--- src/rtl/apb_requester.sv ---
// -----------------------------------------------------------------------------
// apb_requester
//
// APB master stage. Takes read/write commands on a valid/ready port and runs
// each one as an APB SETUP -> ACCESS transfer. One command can be held in a
// pending slot so back-to-back transfers run without an IDLE cycle between
// them. Every completion produces a one-cycle response pulse; a slave error or
// a wait-state timeout sets rsp_err.
//
// Ports
//   pclk, preset_n          clock (rising edge), async active-low reset
//   cmd_valid / cmd_ready   command handshake
//   cmd_write, cmd_addr,    command payload (1 = write)
//   cmd_wdata
//   rsp_valid               one-cycle completion pulse
//   rsp_rdata               read data (0 for writes and timeouts)
//   rsp_err                 pslave_error or timeout
//   rsp_timeout             completion forced by the wait-state timeout
//   pselx, penable, pwrite, APB requester outputs (all registered)
//   paddr, pwdata
//   prdata, pready,         APB completer inputs
//   pslave_error
//   fsm_state               debug view of the FSM (0 IDLE, 1 SETUP, 2 ACCESS)
//
// Handshake: a command transfers on a rising edge where cmd_valid and
// cmd_ready are both high. cmd_ready depends only on reset and the pending
// slot, never on cmd_valid, and the payload is sampled on that same edge.
// -----------------------------------------------------------------------------
module apb_requester #(
    parameter int addr_width = 8,
    parameter int data_width = 8,
    parameter int timeout    = 16
) (
    input  logic                  pclk,
    input  logic                  preset_n,
    input  logic                  cmd_valid,
    output logic                  cmd_ready,
    input  logic                  cmd_write,
    input  logic [addr_width-1:0] cmd_addr,
    input  logic [data_width-1:0] cmd_wdata,
    output logic                  rsp_valid,
    output logic [data_width-1:0] rsp_rdata,
    output logic                  rsp_err,
    output logic                  rsp_timeout,
    output logic                  pselx,
    output logic                  penable,
    output logic                  pwrite,
    output logic [addr_width-1:0] paddr,
    output logic [data_width-1:0] pwdata,
    input  logic [data_width-1:0] prdata,
    input  logic                  pready,
    input  logic                  pslave_error,
    output logic [1:0]            fsm_state
);

    typedef enum logic [1:0] {
        ST_IDLE   = 2'd0,
        ST_SETUP  = 2'd1,
        ST_ACCESS = 2'd2
    } state_t;

    // Wait counter is sized to hold the timeout value; at least 1 bit when
    // the timeout is disabled.
    localparam int cnt_w = (timeout > 0) ? $clog2(timeout + 1) : 1;
    localparam bit to_en = (timeout != 0);
    localparam int to_last = (timeout > 0) ? (timeout - 1) : 0;
    localparam logic [cnt_w-1:0] cnt_last = to_last[cnt_w-1:0];
    localparam logic [cnt_w-1:0] cnt_max  = '1;

    state_t                state, state_nx;
    logic [cnt_w-1:0]      wait_cnt, cnt_nx;

    logic                  pend_valid;
    logic                  pend_write;
    logic [addr_width-1:0] pend_addr;
    logic [data_width-1:0] pend_wdata;

    logic                  accept;
    logic                  load_cmd;
    logic                  load_pend;
    logic                  pend_set;
    logic                  pend_clr;
    logic                  done_ok;
    logic                  done_to;

    assign cmd_ready = preset_n && !pend_valid;
    assign accept    = cmd_valid && cmd_ready;
    assign fsm_state = state;

    always_comb begin
        state_nx  = state;
        cnt_nx    = wait_cnt;
        load_cmd  = 1'b0;
        load_pend = 1'b0;
        pend_set  = 1'b0;
        pend_clr  = 1'b0;
        done_ok   = 1'b0;
        done_to   = 1'b0;

        case (state)
            ST_IDLE: begin
                if (accept) begin
                    load_cmd = 1'b1;
                    state_nx = ST_SETUP;
                end
            end

            ST_SETUP: begin
                state_nx = ST_ACCESS;
                if (accept) begin
                    pend_set = 1'b1;
                end
            end

            ST_ACCESS: begin
                // pready has priority over an expiring timeout.
                if (pready) begin
                    done_ok = 1'b1;
                end else if (to_en && (wait_cnt == cnt_last)) begin
                    done_to = 1'b1;
                end else if (wait_cnt != cnt_max) begin
                    cnt_nx = wait_cnt + 1'b1;
                end

                if (done_ok || done_to) begin
                    cnt_nx = '0;
                    // Pending command first, then a command arriving on this
                    // edge goes straight to the active registers.
                    if (pend_valid) begin
                        load_pend = 1'b1;
                        pend_clr  = 1'b1;
                        state_nx  = ST_SETUP;
                    end else if (accept) begin
                        load_cmd = 1'b1;
                        state_nx = ST_SETUP;
                    end else begin
                        state_nx = ST_IDLE;
                    end
                end else if (accept) begin
                    pend_set = 1'b1;
                end
            end

            default: begin
                state_nx = ST_IDLE;
            end
        endcase
    end

    always_ff @(posedge pclk or negedge preset_n) begin
        if (!preset_n) begin
            state       <= ST_IDLE;
            wait_cnt    <= '0;
            pend_valid  <= 1'b0;
            pend_write  <= 1'b0;
            pend_addr   <= '0;
            pend_wdata  <= '0;
            pselx       <= 1'b0;
            penable     <= 1'b0;
            pwrite      <= 1'b0;
            paddr       <= '0;
            pwdata      <= '0;
            rsp_valid   <= 1'b0;
            rsp_rdata   <= '0;
            rsp_err     <= 1'b0;
            rsp_timeout <= 1'b0;
        end else begin
            state    <= state_nx;
            wait_cnt <= cnt_nx;
            pselx    <= (state_nx != ST_IDLE);
            penable  <= (state_nx == ST_ACCESS);

            // pwdata is only touched by writes so it keeps the last write
            // value across reads and idle periods.
            if (load_cmd) begin
                paddr  <= cmd_addr;
                pwrite <= cmd_write;
                if (cmd_write) begin
                    pwdata <= cmd_wdata;
                end
            end else if (load_pend) begin
                paddr  <= pend_addr;
                pwrite <= pend_write;
                if (pend_write) begin
                    pwdata <= pend_wdata;
                end
            end

            if (pend_set) begin
                pend_valid <= 1'b1;
                pend_write <= cmd_write;
                pend_addr  <= cmd_addr;
                pend_wdata <= cmd_wdata;
            end else if (pend_clr) begin
                pend_valid <= 1'b0;
            end

            rsp_valid   <= done_ok || done_to;
            rsp_err     <= done_to || (done_ok && pslave_error);
            rsp_timeout <= done_to;
            rsp_rdata   <= (done_ok && !pwrite) ? prdata : '0;
        end
    end

endmodule

--- config.mk ---
export PLATFORM = sky130hd
export DESIGN_NAME = apb_requester
export DESIGN_NICKNAME = d
export VERILOG_FILES = /design/src/rtl/apb_requester.sv
export SDC_FILE = /design/constraint.sdc
export NUM_CORES = 1
export LEC_CHECK = 0
export BUFFER_PORTS_ARGS = -buffer_cell sky130_fd_sc_hd__buf_4
export CORE_MARGIN = 2
export CORE_UTILIZATION = 56
export DETAILED_ROUTE_END_ITERATION = 16
export PLACE_DENSITY = 0.84
export RECOVER_POWER = 50
export SLEW_MARGIN = 20
export SYNTH_ARGS = -nofsm -noshare
export SYNTH_HDL_FRONTEND = slang
export SYNTH_SLANG_ARGS = --single-unit
export TNS_END_PERCENT = 1
--- constraint.sdc ---
create_clock -name pclk -period 7.12 [get_ports pclk]
set_input_delay 0.712 -clock pclk [delete_from_list [all_inputs] [get_ports pclk]]
set_output_delay 0.712 -clock pclk [all_outputs]
set_load 0.02 [all_outputs]
Word-level counts from Yosys, hierarchy flattened
Index checks and enable logic that the tools add are counted.
{"block": "totals", "register_bits": 55, "inputBits": 30, "out_inout_bits": 33}
{"block": "op_classes", "n_addsub": 1, "n_eq_ne": 8, "n_mux": 36, "reduce_logical": 17}
{"cell": "$mux W8", "n": 7}
{"cell": "$mux W1", "n": 20}
{"cell": "$mux W5", "n": 4}
{"cell": "$reduce_bool A2 Y1", "n": 5}
{"cell": "$pmux W2 S3", "n": 1}
{"cell": "$add A5 B1 Y5 const B", "n": 1}
{"cell": "$eq A5 B4 Y1 const B", "n": 1}
{"cell": "$ne A5 B5 Y1 const B", "n": 1}
{"cell": "$eq A2 B2 Y1 const B", "n": 2}
{"cell": "$logic_and A1 B1 Y1", "n": 4}
{"cell": "$mux W2", "n": 2}
{"cell": "$ne A2 B1 Y1 const B", "n": 2}
{"cell": "$pmux W1 S2", "n": 2}
{"cell": "$reduce_and A4 Y1", "n": 1}
{"cell": "$logic_or A1 B1 Y1", "n": 3}
{"cell": "$reduce_and A3 Y1", "n": 1}
{"cell": "$eq A2 B1 Y1 const B", "n": 1}
{"cell": "$logic_not A1 Y1", "n": 2}
{"cell": "$logic_not A2 Y1", "n": 1}
{"cell": "$ne A2 B2 Y1 const B", "n": 1}

Logic depth before layout (Yosys ltp)
{"block": "depth", "word_depth": 9, "depth_mapped": 10, "ltp_nobuf": 9}

Worst setup path before layout
No wires, ideal clock.
{"block": "synth_path", "path_kind": "flip-flop to flip-flop", "startpoint": "register wait_cnt[0]", "endpoint": "register pwdata[0]", "setup_ps": 125, "arrival_time_ps": 2191, "required_time_ps": 6995, "setup_slack_ps": 4804, "path_stages_with_launch": 10, "path_buffers": 0, "path_cell_list": "dfrtp_1 > ha_1 > and3_1 > ha_1 > or2_4 > nand2_4 > inv_4 > o21ai_4 > mux2_2 > mux2_2"}
{"block": "synth_via", "elab_chain_len": 9, "elab_cells_between_ends": 14}
{"item": "from (decl)", "line_no": "71", "rtl": "logic [cnt_w-1:0] wait_cnt, cnt_nx;"}
{"item": "from (signal assigned)", "line_no": "169", "rtl": "wait_cnt <= cnt_nx;"}
{"item": "$eq A5 B4 Y1 *", "line_no": "119", "rtl": "end else if (to_en && (wait_cnt == cnt_last)) begin"}
{"item": "$mux W1 *", "line_no": "119"}
{"item": "$mux W1 *", "line_no": "117", "rtl": "if (pready) begin"}
{"item": "$mux W1 *", "line_no": "100", "rtl": "case (state)"}
{"item": "$logic_or A1 B1 Y1 *", "line_no": "125", "rtl": "if (done_ok || done_to) begin"}
{"item": "$mux W1", "line_no": "125"}
{"item": "$pmux W1 S2 or $mux W1 (tied branches)", "line_no": "100"}
{"item": "$ne A2 B2 Y1 (no source line) or $reduce_bool A2 Y1 (tied branches)"}
{"item": "$reduce_and A3 Y1 (no source line)"}
{"item": "to (signal assigned)", "line_no": "179", "rtl": "pwdata <= cmd_wdata;"}
{"item": "to (signal assigned)", "line_no": "185", "rtl": "pwdata <= pend_wdata;"}
{"item": "to (decl)", "line_no": "49", "rtl": "output logic [data_width-1:0] pwdata,"}
Mark *: on every way between the ends. The rest lies on a longest branch, timed or not. The select of a mux whose other input is x is not followed.
A chain may end at the register's enable or synchronous reset.

Final worst setup path
{"block": "layout_path", "startpoint": "input preset_n", "endpoint": "register pwdata[5]"}
{"block": "layout_via", "elab_chain_len": 8, "elab_cells_between_ends": 11}
{"item": "from (decl)", "line_no": "35", "rtl": "input logic preset_n,"}
{"item": "$logic_and A1 B1 Y1 *", "line_no": "86", "rtl": "assign cmd_ready = preset_n && !pend_valid;"}
{"item": "$logic_and A1 B1 Y1 *", "line_no": "87", "rtl": "assign accept = cmd_valid && cmd_ready;"}
{"item": "$mux W1 *", "line_no": "102, 133"}
{"item": "$mux W1", "line_no": "129", "rtl": "if (pend_valid) begin"}
{"item": "$mux W1", "line_no": "125"}
{"item": "$pmux W1 S2 *", "line_no": "100"}
{"item": "$ne A2 B2 Y1 (no source line) or $reduce_bool A2 Y1 (tied branches)"}
{"item": "$reduce_and A3 Y1 (no source line)"}
Mark *: on every way between the ends. The rest lies on a longest branch, timed or not.

==> metrics.csv <==
stage,metric,value,unit
finish,filler_cell_count,307,
clock_tree,clock-sinks,55,
floorplan,num_io_pins,63,
outcome,outcome,finished with violations,
global_route,vias_in_the_first_global_route,1677,
clock_tree,cts_setup_buffers,0,
clock_tree,clkLatencyLatePin,0.31,ns
floorplan,die_y,69.94,um
worst_setup_path,cp.arrival,4.28,ns
worst_setup_path,worstSetupPathType,primary input to flop,
flow_run,max_cap_viol_count,1,
global_route,pin_count_of_the_biggest_net_entering_global_routing,58,
routing,residual_drc_count,0,
sta,max_freq,245.0,MHz
yosys,yosys_register_bits,55,
worst_setup_path,cp_slowest_cell,sky130_fd_sc_hd__clkbuf_1,
hold_path,hold_path.class,flop to flop,
floorplan,placementRows,23,
routing,final_antenna_net_count,0,
finish,layout.nets,284,
clock_tree,cts_max_level,2,
yosys,yosys_warnings,0,
yosys,synth-main-ff-cell,sky130_fd_sc_hd__dfrtp_1,
sta,drv_slew,58,
placement,place.gp.congestion,0.7719,
clock_tree,number_of_cts_inserted_buffers,5,
global_route,grt_overflow_total,0,
finish,antennaDiodeCount,0,
power_and_ir_drop,powerDensity,398.4,mW/mm^2
power_and_ir_drop,leakage,1.538,nW
routing,detailedRoute.firstPassIterationCount,4,
yosys,postSynthCellCount,181,
routing,routedWlPerCell,15.70,um
yosys,mappedNetlistArea,0.002435,sq mm
sta,final.min_clock_period,4.082,ns
sta,clk_skew,0.004668,ns
yosys,synth_sequential_area_ratio,56.53,%
placement,dpl.hpwl,3.301,mm
worst_setup_path,worst_setup_path_end_kind,flop,
clock_tree,cts_resized,0,
sta,timing_worst_slew_pin_value,2.829,ns
clock_tree,clock_path_buffers,2,
floorplan,fp.dieW,69.94,um
clock_tree,root_buffer_selected_by_cts,sky130_fd_sc_hd__clkbuf_8,
power_and_ir_drop,ir_drop,247.5,uV
floorplan,area_of_the_die,0.004892,sq mm
worst_setup_path,critPathMaxFanout,57,
routing,vias,1610,
sta,finalHoldViolations,0,
clock_tree,holdBufCountCts,0,
placement,placement.io_buffers,62,
global_route,antenna_violations_before_repair,0,
sta,timing.setup.tns,0,ns
sta,setup-violations-final,0,
finish,layout-drive-gt1-share,37.65,%
routing,vias_per_cell,5.421,
clock_tree,cts_tree,built,
floorplan,initial_utilization,59.58,%
worst_setup_path,cp_num_buf_inv,1,
finish,area.growth.synth_to_final,23.07,%
global_route,grt_first_pass_wirelength,8.121,mm
yosys,avgSynthCellArea,13.45,sq um
yosys,ys_types,35,
finish,final_cell_mix,"sky130_fd_sc_hd__dfrtp_1, sky130_fd_sc_hd__buf_4, sky130_fd_sc_hd__mux2_2, sky130_fd_sc_hd__clkbuf_1, sky130_fd_sc_hd__a21o_1",
clock_tree,clkSlewWorstSetupHoldPaths,0.09,ns
sta,timing.final.crit_share,57.33,%
routing,detail_route.iter0.violations,142,
sta,unrepaired_setup_endpoints_after_global_routing,no,
yosys,synth_async_sr_flop_share,100.0,%
finish,layout_commonest_cell,sky130_fd_sc_hd__dfrtp_1,
yosys,synth.net_count,219,
worst_setup_path,startpoint_type,primary input,
worst_setup_path,timing.critical_path.cells,"clkbuf_1, and3b_1, nand3_1, a21oi_4, mux2_2",
sta,maxSlewHeadroom,-88.63,%
outcome,violated_checks,"max-capacitance violations, max-slew violations",
routing,route.final.wire_length,4.663,mm
floorplan,core_region_area,0.004086,sq mm
worst_setup_path,cp_top_family,buffers and inverters,
worst_setup_path,worstPathRequired,7.32,ns
global_route,combined_global_route_utilization_of_all_metal_layers,21.32,%
yosys,synth-edff-count,0,
worst_setup_path,timing.critical_path.slowest_cell_delay,1.97,ns
sta,finalHoldWorstSlack,0.4880,ns
## sequential cells by signal, summed over array words and instances, names as in the netlist
register / flops
paddr: 8
pend_addr: 8
pend_wdata: 8
pwdata: 8
rsp_rdata: 8
wait_cnt: 5
fsm_state: 2
penable: 1
pend_valid: 1
pend_write: 1
pselx: 1
pwrite: 1
rsp_err: 1
rsp_timeout: 1
rsp_valid: 1
## path summary, 6_finish.rpt
check,slack (ns),startpoint,to,cells after the start
setup / recovery,3.04,preset_n,pwdata[5]$_DFFE_PN0P_,5
hold / removal,0.49,paddr[5]$_DFFE_PN0P_,paddr[5]$_DFFE_PN0P_,1
setup reg to reg,4.60,wait_cnt[0]$_DFFE_PN0P_,pwdata[5]$_DFFE_PN0P_,9
hold reg to reg,0.49,paddr[5]$_DFFE_PN0P_,paddr[5]$_DFFE_PN0P_,1
max in group asynchronous,4.22,preset_n,penable$_DFF_PN0_,1
min in group asynchronous,1.30,preset_n,wait_cnt[0]$_DFFE_PN0P_,1
## through the flow
step	setup slack, ns	cells	area (sq um)	utilization [%]	power (mW)
floorplan	4.804	181	2435	-	0.8042
global placement	4.339	289	2924	71.56	0.9550
detailed placement	4.277	289	2924	71.56	0.9747
CTS	4.586	297	3057	74.80	1.220
global route	2.340	297	2997	73.33	1.269
finish	3.038	297	2997	73.33	1.194
## cell usage after synthesis, types with 2 or more instances
library cell | count | share of area [%]
sky130_fd_sc_hd__o21ai_0 | 9 | 1.8
sky130_fd_sc_hd__a21oi_1 | 2 | 0.41
sky130_fd_sc_hd__nand3_1 | 4 | 0.82
sky130_fd_sc_hd__buf_6 | 3 | 1.4
sky130_fd_sc_hd__and3_1 | 2 | 0.51
sky130_fd_sc_hd__dfrtp_1 | 55 | 57
sky130_fd_sc_hd__a22o_1 | 8 | 2.9
sky130_fd_sc_hd__mux2_4 | 2 | 1.2
sky130_fd_sc_hd__nand2_1 | 8 | 1.2
sky130_fd_sc_hd__inv_1 | 7 | 1.1
sky130_fd_sc_hd__and3b_1 | 2 | 0.72
sky130_fd_sc_hd__and2_1 | 9 | 2.3
sky130_fd_sc_hd__a21o_1 | 10 | 3.1
sky130_fd_sc_hd__nor2_1 | 2 | 0.31
sky130_fd_sc_hd__mux2_2 | 31 | 14
sky130_fd_sc_hd__ha_1 | 8 | 4.1
## report_power, final
part | internal, mW | leakage [nW] | total [mW] | switching, mW
Sequential | 0.433 | 0.713 | 0.503 | 0.0703
Combinational | 0.220 | 0.760 | 0.452 | 0.232
Clock | 0.140 | 0.0654 | 0.239 | 0.0985
## cell families after synthesis
kind of cell,Yosys count,synth area share (%)
DFF,55,56.53
and+or+nand+nor,37,9.662
AOI/OAI and AO/OA,36,11.20
muxes,33,15.57
buffers and inverters,12,2.929
adders and majority gates,8,4.111
## metal layers
| metal | GRT usage (%) | vias up | routed length [um] |
|---|---|---|---|
| li1 | - | 767 | - |
| met1 | 28.33 | 791 | 2120 |
| met2 | 34.07 | 45 | 2234 |
| met3 | 5.772 | 7 | 246 |
| met4 | 7.051 | 0 | 62 |
| met5 | 0 | - | 0 |
## area by class of cell
type	instances	area [sq um]	share of cell area, %
timing repair buffer	62	405.4	13.53
clock buffer	6	72.57	2.422
clock inverter	2	60.06	2.004
multi-input combinational	114	987.2	32.94
tap	50	62.56	2.088
sequential	55	1376	45.93
inverter	8	32.53	1.086
Power figures use the tool's default switching activity.
